File: src/rtl/multi_master_cmd_processor_if.sv
// multi_master_cmd_processor_if: bundle of per-lane bus master signals.
// Lane i occupies slice i of every packed field.
interface multi_master_cmd_processor_if #(
    parameter int NUM_MASTERS = 2,
    parameter int SLAVE_LEN   = 2,
    parameter int ADDR_LEN    = 12,
    parameter int DATA_LEN    = 8,
    parameter int BURST_LEN   = 12
);
    logic [NUM_MASTERS*ADDR_LEN-1:0]  address_m;
    logic [NUM_MASTERS*DATA_LEN-1:0]  data_m;
    logic [NUM_MASTERS*BURST_LEN-1:0] burst_num_m;
    logic [NUM_MASTERS*SLAVE_LEN-1:0] slave_select_m;
    logic [2*NUM_MASTERS-1:0]         instruction_m;
    logic [NUM_MASTERS-1:0]           tx_done_m;
    logic [NUM_MASTERS-1:0]           rx_done_m;
    logic [NUM_MASTERS-1:0]           new_rx_m;
    logic [NUM_MASTERS*DATA_LEN-1:0]  new_data_m;

    modport master (
        output address_m, data_m, burst_num_m,
        output slave_select_m, instruction_m,
        input  tx_done_m, rx_done_m, new_rx_m, new_data_m
    );

    modport slave (
        input  address_m, data_m, burst_num_m,
        input  slave_select_m, instruction_m,
        output tx_done_m, rx_done_m, new_rx_m, new_data_m
    );
endinterface

File: src/rtl/multi_master_cmd_processor.sv
// multi_master_cmd_processor: board switches/buttons to bus transactions.
// One lane active at a time; abort, timeout and read capture included.
module multi_master_cmd_processor #(
    parameter int NUM_MASTERS = 2,
    parameter int MSEL_LEN    = 2,
    parameter int SLAVE_LEN   = 2,
    parameter int ADDR_LEN    = 12,
    parameter int DATA_LEN    = 8,
    parameter int BURST_LEN   = 12,
    parameter int TIMEOUT     = 4096
) (
    input  logic                 clk,
    input  logic                 reset,
    input  logic [ADDR_LEN-1:0]  addr_sw,
    input  logic [DATA_LEN-1:0]  data_sw,
    input  logic [BURST_LEN-1:0] burst_sw,
    input  logic [SLAVE_LEN-1:0] slave_sw,
    input  logic                 rw_sw,
    input  logic [MSEL_LEN-1:0]  master_sw,
    input  logic                 button_go,
    input  logic                 button_abort,
    multi_master_cmd_processor_if.master bus,
    output logic [DATA_LEN-1:0]  read_data,
    output logic [BURST_LEN-1:0] read_count,
    output logic                 busy,
    output logic                 done,
    output logic [1:0]           err_code
);
    localparam int TW = $clog2(TIMEOUT);

    typedef enum logic [1:0] {IDLE, WRITE, READ} state_t;

    state_t state;
    logic [MSEL_LEN-1:0] cmd_m;
    logic [TW-1:0]       tcnt;

    logic go_meta, go_sync, go_prev;
    logic ab_meta, ab_sync, ab_prev;
    logic go_pulse, abort_pulse;

    logic [NUM_MASTERS-1:0]           sw_sel, sel;
    logic [NUM_MASTERS*ADDR_LEN-1:0]  addr_n;
    logic [NUM_MASTERS*DATA_LEN-1:0]  data_n;
    logic [NUM_MASTERS*BURST_LEN-1:0] burst_n;
    logic [NUM_MASTERS*SLAVE_LEN-1:0] slave_n;
    logic [2*NUM_MASTERS-1:0]         instr_n;
    logic [BURST_LEN-1:0]             burst_fix;
    logic [DATA_LEN-1:0]              lane_word;
    logic lane_tx, lane_rx, lane_new, lane_fin, bad_sw;

    // Synchronise both buttons and keep the previous value for edge detect
    always_ff @(posedge clk) begin
        if (reset) begin
            go_meta <= 1'b0;
            go_sync <= 1'b0;
            go_prev <= 1'b0;
            ab_meta <= 1'b0;
            ab_sync <= 1'b0;
            ab_prev <= 1'b0;
        end else begin
            go_meta <= button_go;
            go_sync <= go_meta;
            go_prev <= go_sync;
            ab_meta <= button_abort;
            ab_sync <= ab_meta;
            ab_prev <= ab_sync;
        end
    end

    assign go_pulse    = go_sync & ~go_prev;
    assign abort_pulse = ab_sync & ~ab_prev;
    assign bad_sw      = int'(master_sw) >= NUM_MASTERS;
    assign burst_fix   = (burst_sw == '0) ? BURST_LEN'(1) : burst_sw;

    // Build the next lane image from the switches, plus the active-lane mux
    always_comb begin
        sw_sel    = '0;
        sel       = '0;
        addr_n    = '0;
        data_n    = '0;
        burst_n   = '0;
        slave_n   = '0;
        instr_n   = '0;
        lane_word = '0;
        lane_tx   = 1'b0;
        lane_rx   = 1'b0;
        lane_new  = 1'b0;
        for (int i = 0; i < NUM_MASTERS; i++) begin
            sw_sel[i] = (master_sw == MSEL_LEN'(i));
            sel[i]    = (cmd_m == MSEL_LEN'(i));
            if (sw_sel[i]) begin
                addr_n[i*ADDR_LEN +: ADDR_LEN]    = addr_sw;
                data_n[i*DATA_LEN +: DATA_LEN]    = rw_sw ? '0 : data_sw;
                burst_n[i*BURST_LEN +: BURST_LEN] = burst_fix;
                slave_n[i*SLAVE_LEN +: SLAVE_LEN] = slave_sw;
                instr_n[2*i +: 2]                 = {1'b1, rw_sw};
            end
            if (sel[i]) begin
                lane_word = bus.new_data_m[i*DATA_LEN +: DATA_LEN];
                lane_tx   = bus.tx_done_m[i];
                lane_rx   = bus.rx_done_m[i];
                lane_new  = bus.new_rx_m[i];
            end
        end
    end

    assign lane_fin = (state == WRITE) ? lane_tx : lane_rx;

    // Command FSM with registered lane outputs and status
    always_ff @(posedge clk) begin
        if (reset) begin
            state              <= IDLE;
            cmd_m              <= '0;
            tcnt               <= '0;
            bus.address_m      <= '0;
            bus.data_m         <= '0;
            bus.burst_num_m    <= '0;
            bus.slave_select_m <= '0;
            bus.instruction_m  <= '0;
            read_data          <= '0;
            read_count         <= '0;
            busy               <= 1'b0;
            done               <= 1'b0;
            err_code           <= 2'b00;
        end else begin
            done <= 1'b0;
            unique case (state)
                IDLE: begin
                    if (go_pulse) begin
                        cmd_m      <= master_sw;
                        tcnt       <= '0;
                        read_count <= '0;
                        if (bad_sw) begin
                            err_code <= 2'b11;
                        end else begin
                            err_code           <= 2'b00;
                            state              <= rw_sw ? READ : WRITE;
                            busy               <= 1'b1;
                            bus.address_m      <= addr_n;
                            bus.data_m         <= data_n;
                            bus.burst_num_m    <= burst_n;
                            bus.slave_select_m <= slave_n;
                            bus.instruction_m  <= instr_n;
                        end
                    end
                end
                WRITE, READ: begin
                    if (state == READ && lane_new) begin
                        read_data <= lane_word;
                        if (read_count != '1)
                            read_count <= read_count + BURST_LEN'(1);
                    end
                    if (lane_fin || abort_pulse ||
                        tcnt == TW'(TIMEOUT - 2)) begin
                        state              <= IDLE;
                        busy               <= 1'b0;
                        bus.address_m      <= '0;
                        bus.data_m         <= '0;
                        bus.burst_num_m    <= '0;
                        bus.slave_select_m <= '0;
                        bus.instruction_m  <= '0;
                        if (lane_fin)
                            done <= 1'b1;
                        else if (abort_pulse)
                            err_code <= 2'b10;
                        else
                            err_code <= 2'b01;
                    end else begin
                        tcnt <= tcnt + TW'(1);
                    end
                end
                default: state <= IDLE;
            endcase
        end
    end
endmodule
File: src/flat_wrapper.sv
// flat-port wrapper written by rule: the top's interface ports become plain ports
module multi_master_cmd_processor_flat 
#(
    parameter int NUM_MASTERS = 2,
    parameter int MSEL_LEN    = 2,
    parameter int SLAVE_LEN   = 2,
    parameter int ADDR_LEN    = 12,
    parameter int DATA_LEN    = 8,
    parameter int BURST_LEN   = 12,
    parameter int TIMEOUT     = 4096
)
  (clk, reset, addr_sw, data_sw, burst_sw, slave_sw, rw_sw, master_sw, button_go, button_abort, read_data, read_count, busy, done, err_code, bus_address_m, bus_data_m, bus_burst_num_m, bus_slave_select_m, bus_instruction_m, bus_tx_done_m, bus_rx_done_m, bus_new_rx_m, bus_new_data_m);
  multi_master_cmd_processor_if #(.NUM_MASTERS(NUM_MASTERS), .SLAVE_LEN(SLAVE_LEN), .ADDR_LEN(ADDR_LEN), .DATA_LEN(DATA_LEN), .BURST_LEN(BURST_LEN)) bus_i ();
  input  logic clk;
  input  logic reset;
  input  logic [ADDR_LEN-1:0] addr_sw;
  input  logic [DATA_LEN-1:0] data_sw;
  input  logic [BURST_LEN-1:0] burst_sw;
  input  logic [SLAVE_LEN-1:0] slave_sw;
  input  logic rw_sw;
  input  logic [MSEL_LEN-1:0] master_sw;
  input  logic button_go;
  input  logic button_abort;
  output logic [DATA_LEN-1:0] read_data;
  output logic [BURST_LEN-1:0] read_count;
  output logic busy;
  output logic done;
  output logic [1:0] err_code;
  output wire logic [$bits(bus_i.address_m)-1:0] bus_address_m;
  output wire logic [$bits(bus_i.data_m)-1:0] bus_data_m;
  output wire logic [$bits(bus_i.burst_num_m)-1:0] bus_burst_num_m;
  output wire logic [$bits(bus_i.slave_select_m)-1:0] bus_slave_select_m;
  output wire logic [$bits(bus_i.instruction_m)-1:0] bus_instruction_m;
  input wire logic [$bits(bus_i.tx_done_m)-1:0] bus_tx_done_m;
  input wire logic [$bits(bus_i.rx_done_m)-1:0] bus_rx_done_m;
  input wire logic [$bits(bus_i.new_rx_m)-1:0] bus_new_rx_m;
  input wire logic [$bits(bus_i.new_data_m)-1:0] bus_new_data_m;
  assign bus_address_m = bus_i.address_m;
  assign bus_data_m = bus_i.data_m;
  assign bus_burst_num_m = bus_i.burst_num_m;
  assign bus_slave_select_m = bus_i.slave_select_m;
  assign bus_instruction_m = bus_i.instruction_m;
  assign bus_i.tx_done_m = bus_tx_done_m;
  assign bus_i.rx_done_m = bus_rx_done_m;
  assign bus_i.new_rx_m = bus_new_rx_m;
  assign bus_i.new_data_m = bus_new_data_m;
  multi_master_cmd_processor #(.NUM_MASTERS(NUM_MASTERS), .MSEL_LEN(MSEL_LEN), .SLAVE_LEN(SLAVE_LEN), .ADDR_LEN(ADDR_LEN), .DATA_LEN(DATA_LEN), .BURST_LEN(BURST_LEN), .TIMEOUT(TIMEOUT)) u_core (.clk(clk), .reset(reset), .addr_sw(addr_sw), .data_sw(data_sw), .burst_sw(burst_sw), .slave_sw(slave_sw), .rw_sw(rw_sw), .master_sw(master_sw), .button_go(button_go), .button_abort(button_abort), .bus(bus_i), .read_data(read_data), .read_count(read_count), .busy(busy), .done(done), .err_code(err_code));
endmodule
File: config.mk
export PLATFORM = sky130hd
export DESIGN_NAME = multi_master_cmd_processor_flat
export DESIGN_NICKNAME = d
export VERILOG_FILES = /design/src/rtl/multi_master_cmd_processor_if.sv /design/src/rtl/multi_master_cmd_processor.sv /design/src/flat_wrapper.sv
export SDC_FILE = /design/constraint.sdc
export NUM_CORES = 1
export LEC_CHECK = 0
export ABC_AREA = 0
export CORE_ASPECT_RATIO = 0.7
export CORE_MARGIN = 2
export CORE_UTILIZATION = 48
export CTS_BUF_LIST = sky130_fd_sc_hd__clkbuf_4 sky130_fd_sc_hd__clkbuf_8
export CTS_CLUSTER_DIAMETER = 150
export DETAILED_ROUTE_END_ITERATION = 12
export PLACE_DENSITY = 0.82
export SLEW_MARGIN = 20
export SYNTH_ARGS = -nofsm -noshare
export SYNTH_HDL_FRONTEND = slang
export SYNTH_SLANG_ARGS = --single-unit
File: constraint.sdc
create_clock -name clk -period 2.8 [get_ports clk]
set_clock_uncertainty 0.15 [all_clocks]
set_input_delay 0.56 -clock clk [delete_from_list [all_inputs] [get_ports clk]]
set_output_delay 0.56 -clock clk [all_outputs]
set_load 0.005 [all_outputs]
==> impl_metrics.json <==
{
  "run_status": "finished clean",
  "timing.critical_path.depth": 8,
  "route.detailed.wl_per_inst_microns": 17.0,
  "grt_start_max_net_pins": 79,
  "drt-met1-wl_mm": 6.51,
  "cp_dominant_cell_by_count": "inv_1",
  "cp_data_arrival_time_ns": 2.77,
  "detail_route.iter0.violations": 463,
  "critPathMaxStageDelay_ns": 0.52,
  "grt_pass1_wl_mm": 22.5,
  "cp.required_ns": 2.97,
  "worst-r2r-setup-slack_ns": 0.20,
  "layout-drive-gt1-share": 0.0847,
  "cts_hold_buf": 0,
  "ant_nets": 0,
  "fin_nets": 801,
  "design.core.area_sq_mm": 0.0102,
  "layout.cells.most_common": "clkdlybuf4s50_1",
  "slowest_stage": "ha_1",
  "switching_share": 0.275,
  "count_of_flip_flops_with_a_built_in_enable_after_synthesis": 0,
  "ctsRootBufferMaster": "clkbuf_8",
  "tightest_hold_margin_ns": 0.290,
  "antenna_found_initial": 0,
  "pre_cts_ws_ns": -0.0802,
  "wirelength_mm": 14.9,
  "timing_hold_violations_final": 0,
  "p_comb_frac": 0.187,
  "die_h_microns": 89.4,
  "floorplan.rows": 31,
  "clk-insertion-delay-late_ns": 0.43,
  "slew_of_the_pin_with_the_lowest_slew_margin_ns": 0.827,
  "hpwlAfterDp_mm": 9.84,
  "drc": 0,
  "setup.worst_path.class": "register to register",
  "clock_path_buffers": 2,
  "startpoint_type": "register",
  "synth_cells": 582,
  "synth_compound_area_frac": 0.187,
  "worstSetupEndpoint": "u_core.tcnt[2]",
  "r2r-start": "u_core.state[0]",
  "ys_dominant_reg_cell": "dfxtp_1",
  "power.density_cell_area_mw_per_mm2": 605,
  "setup.worst_path.end_class": "register",
  "ys_ff_latch": 118,
  "critical_path.reg2reg.endpoint": "u_core.tcnt[2]",
  "synth_seq_area_share": 0.472,
  "cts_setup_buffers": 0,
  "fin_ws_ns": 0.197,
  "final-setup-viol-count": 0,
  "synthDistinctLibCells": 49,
  "count_of_synthesis_stage_warnings_from_yosys": 0,
  "min_period_ns": 2.60,
  "die_area_sq_mm": 0.0113,
  "placement.io_buffers": 158,
  "timing_max_transition_violations_final": 0,
  "number_of_vias_after_detailed_routing": 5110,
  "slew_headroom": 0.445,
  "dr.max_layer_used": "met4",
  "first_global_vias": 4556,
  "seq_power_share": 0.399,
  "synth_top_family_by_area": "simple AND/OR/NAND/NOR gates",
  "buf_inv_stages_crit_path": 3,
  "detailedRoute.firstPassIterationCount": 5,
  "highest_count_cells_in_the_layout_ignoring_fill_and_taps": "157 x clkdlybuf4s50_1, 118 x dfxtp_1, 64 x nor2_1",
  "cts_tree": "built",
  "average_cell_area_after_synthesis_sq_um": 8.60,
  "clock_network_fraction_of_total_power": 0.413,
  "critPathTopFamily": "adder cells",
  "gr-usage-all-layers": 0.249,
  "synthAdderAreaFrac": 0.0175,
  "setup_repair_after_global_routing_missed_its_margin": "no",
  "synth.area.mux_share": 0.0450,
  "floorplan.io_pins": 159,
  "max_freq_mhz": 384,
  "yosys.area_share.simple": 0.226,
  "initial_utilization": 0.489,
  "syn_area_sq_mm": 0.00500,
  "grt_overflow_total": 0,
  "dr_wl_met3_mm": 1.27,
  "diodes": 0,
  "die-width_microns": 126,
  "synth_async_sr_flop_share": 0,
  "leakage_nw": 2.45,
  "cts_repair_resize_count": 0,
  "critPathMaxFanout": 10,
  "drv.max_cap_violation_count": 0,
  "path_cells": "inv_1 -> ha_1 -> inv_1 -> nor4_2 -> a2111o_1 -> buf_4 -> xor2_1 -> nor2_1",
  "detail_route.vias_per_cell": 5.83,
  "worst_min_path_class": "register to register",
  "post_cts_clock_slew_at_the_launch_and_capture_registers_of_the_worst_setup_and_hold_paths_ns": 0.07,
  "tritoncts.num_buffers": 17,
  "cell_internal_pwr_mw": 3.18,
  "route.met2.wl_mm": 6.89,
  "clkSinkCount": 118,
  "ir_drop_mv": 0.345,
  "power.net_switching_mw": 1.20,
  "flow.area_growth_from_synthesis_pct": 44.8,
  "final_min_period_over_clock_period": 0.930,
  "r2r.worst_path.cells": 8,
  "setup.worst_path.start": "u_core.state[0]",
  "htreeDepth": 4,
  "post_synth_xor_area_fraction": 0.00175,
  "synth.net_count": 652,
  "gpl.final_weighted_congestion": 0.875
}
==> kinds of logic after synthesis <==
| logic type | after synthesis |
|---|---|
| AND/OR/NAND/NOR | 234 |
| multiplexers | 21 |
| adder cells (fa/ha/maj) | 7 |
| flip-flops | 118 |
| AO/OA/AOI/OAI | 136 |
| buffers and inverters | 65 |
| XOR/XNOR | 1 |
==> flip-flops by register name, indices dropped and copies added (netlist names) <==
name	count
u_core.state	2
u_core.read_data	8
u_core.go_prev	1
u_core.ab_meta	1
u_core.done	1
u_core.err_code	2
u_core.read_count	12
u_core.busy	1
u_core.bus.burst_num_m	24
u_core.ab_prev	1
u_core.tcnt	12
u_core.bus.data_m	16
u_core.go_sync	1
u_core.go_meta	1
u_core.bus.slave_select_m	4
u_core.bus.instruction_m	4
u_core.cmd_m	2
u_core.bus.address_m	24
u_core.ab_sync	1
==> power by group through the flow <==
stage | Sequential [mW] | Clock (mW) | Combinational, mW
5_1_grt | 1.75 | 1.91 | 0.879
6_report | 1.75 | 1.81 | 0.821
3_3_place_gp | 1.78 | 0 | 0.780
4_1_cts | 1.75 | 1.82 | 0.804
2_1_floorplan | 1.78 | 0 | 0.443
3_5_place_dp | 1.79 | 0 | 0.794
==> per-stage QoR <==
step | cells | setup TNS, ns | cell area, sq um | total power [mW] | utilization
2_1_floorplan | 582 | 0 | 5000 | 2.23 | -
3_3_place_gp | 844 | -0.0427 | 6770 | 2.56 | 0.661
3_5_place_dp | 844 | -0.605 | 6770 | 2.58 | 0.661
4_1_cts | 876 | 0 | 7230 | 4.38 | 0.707
5_1_grt | 876 | 0 | 7250 | 4.54 | 0.708
6_report | 876 | 0 | 7250 | 4.38 | 0.708
==> cell usage after synthesis (2+ instances only) <==
cell type | instances | area, sq um
a21oi_1 | 57 | 285
a32oi_1 | 36 | 315
nor2_1 | 64 | 240
nand3_1 | 41 | 205
mux2i_1 | 18 | 180
o31ai_1 | 4 | 30.0
ha_1 | 7 | 87.6
or3_1 | 18 | 113
and3_1 | 2 | 12.5
o21ai_0 | 5 | 25.0
mux2_2 | 2 | 22.5
nor3_1 | 8 | 40.0
buf_2 | 8 | 40.0
clkbuf_1 | 38 | 143
a31oi_1 | 3 | 18.8
nor4_1 | 5 | 31.3
nand4_1 | 5 | 31.3
nand3b_1 | 5 | 37.5
a2111o_1 | 2 | 22.5
inv_1 | 18 | 67.6
nand2_1 | 54 | 203
dfxtp_1 | 118 | 2360
o32ai_1 | 9 | 78.8
a211oi_1 | 3 | 22.5
nor2b_1 | 18 | 113
or4_1 | 7 | 52.6
o211ai_1 | 4 | 30.0
a21o_1 | 2 | 15.0
==> metal layers <==
layer / vias up / global-route usage
met1: 2434 / 0.328
li1: 2415 / -
met4: 0 / 0.0769
met3: 20 / 0.0850
met2: 241 / 0.392
met5: - / 0
==> layout make-up <==
cell class / count / area (sq um)
flip-flops and latches: 118 / 2360
clock buffers: 20 / 269
well taps: 132 / 165
fillers: 792 / 2990
inverters: 18 / 67.6
repair buffers: 177 / 1770
clock inverters: 12 / 199
multi-input cells: 399 / 2410
==> worst reg2reg max path: cells and delay by family (launching register included) <==
family	cells	cell delay, ns
XOR/XNOR	1	0.16
adder cells (fa/ha/maj)	1	0.52
flip-flops	1	0.41
buffers and inverters	3	0.50
AND/OR/NAND/NOR	2	0.52
AO/OA/AOI/OAI	1	0.24
==> worst min-delay path by stage <==
stage	startpoint	end	slack (ns)	cells past startpoint
after global placement	u_core.ab_meta	u_core.ab_sync	0.27	1
after global routing	reset	u_core.read_count[11]	0.29	2
after CTS	reset	u_core.read_count[10]	0.28	2
after detailed placement	u_core.go_meta	u_core.go_sync	0.28	1
after floorplan	u_core.ab_meta	u_core.ab_sync	0.26	1
final	u_core.ab_meta	u_core.ab_sync	0.29	1
Note: power is estimated with default switching activity, not from simulation.
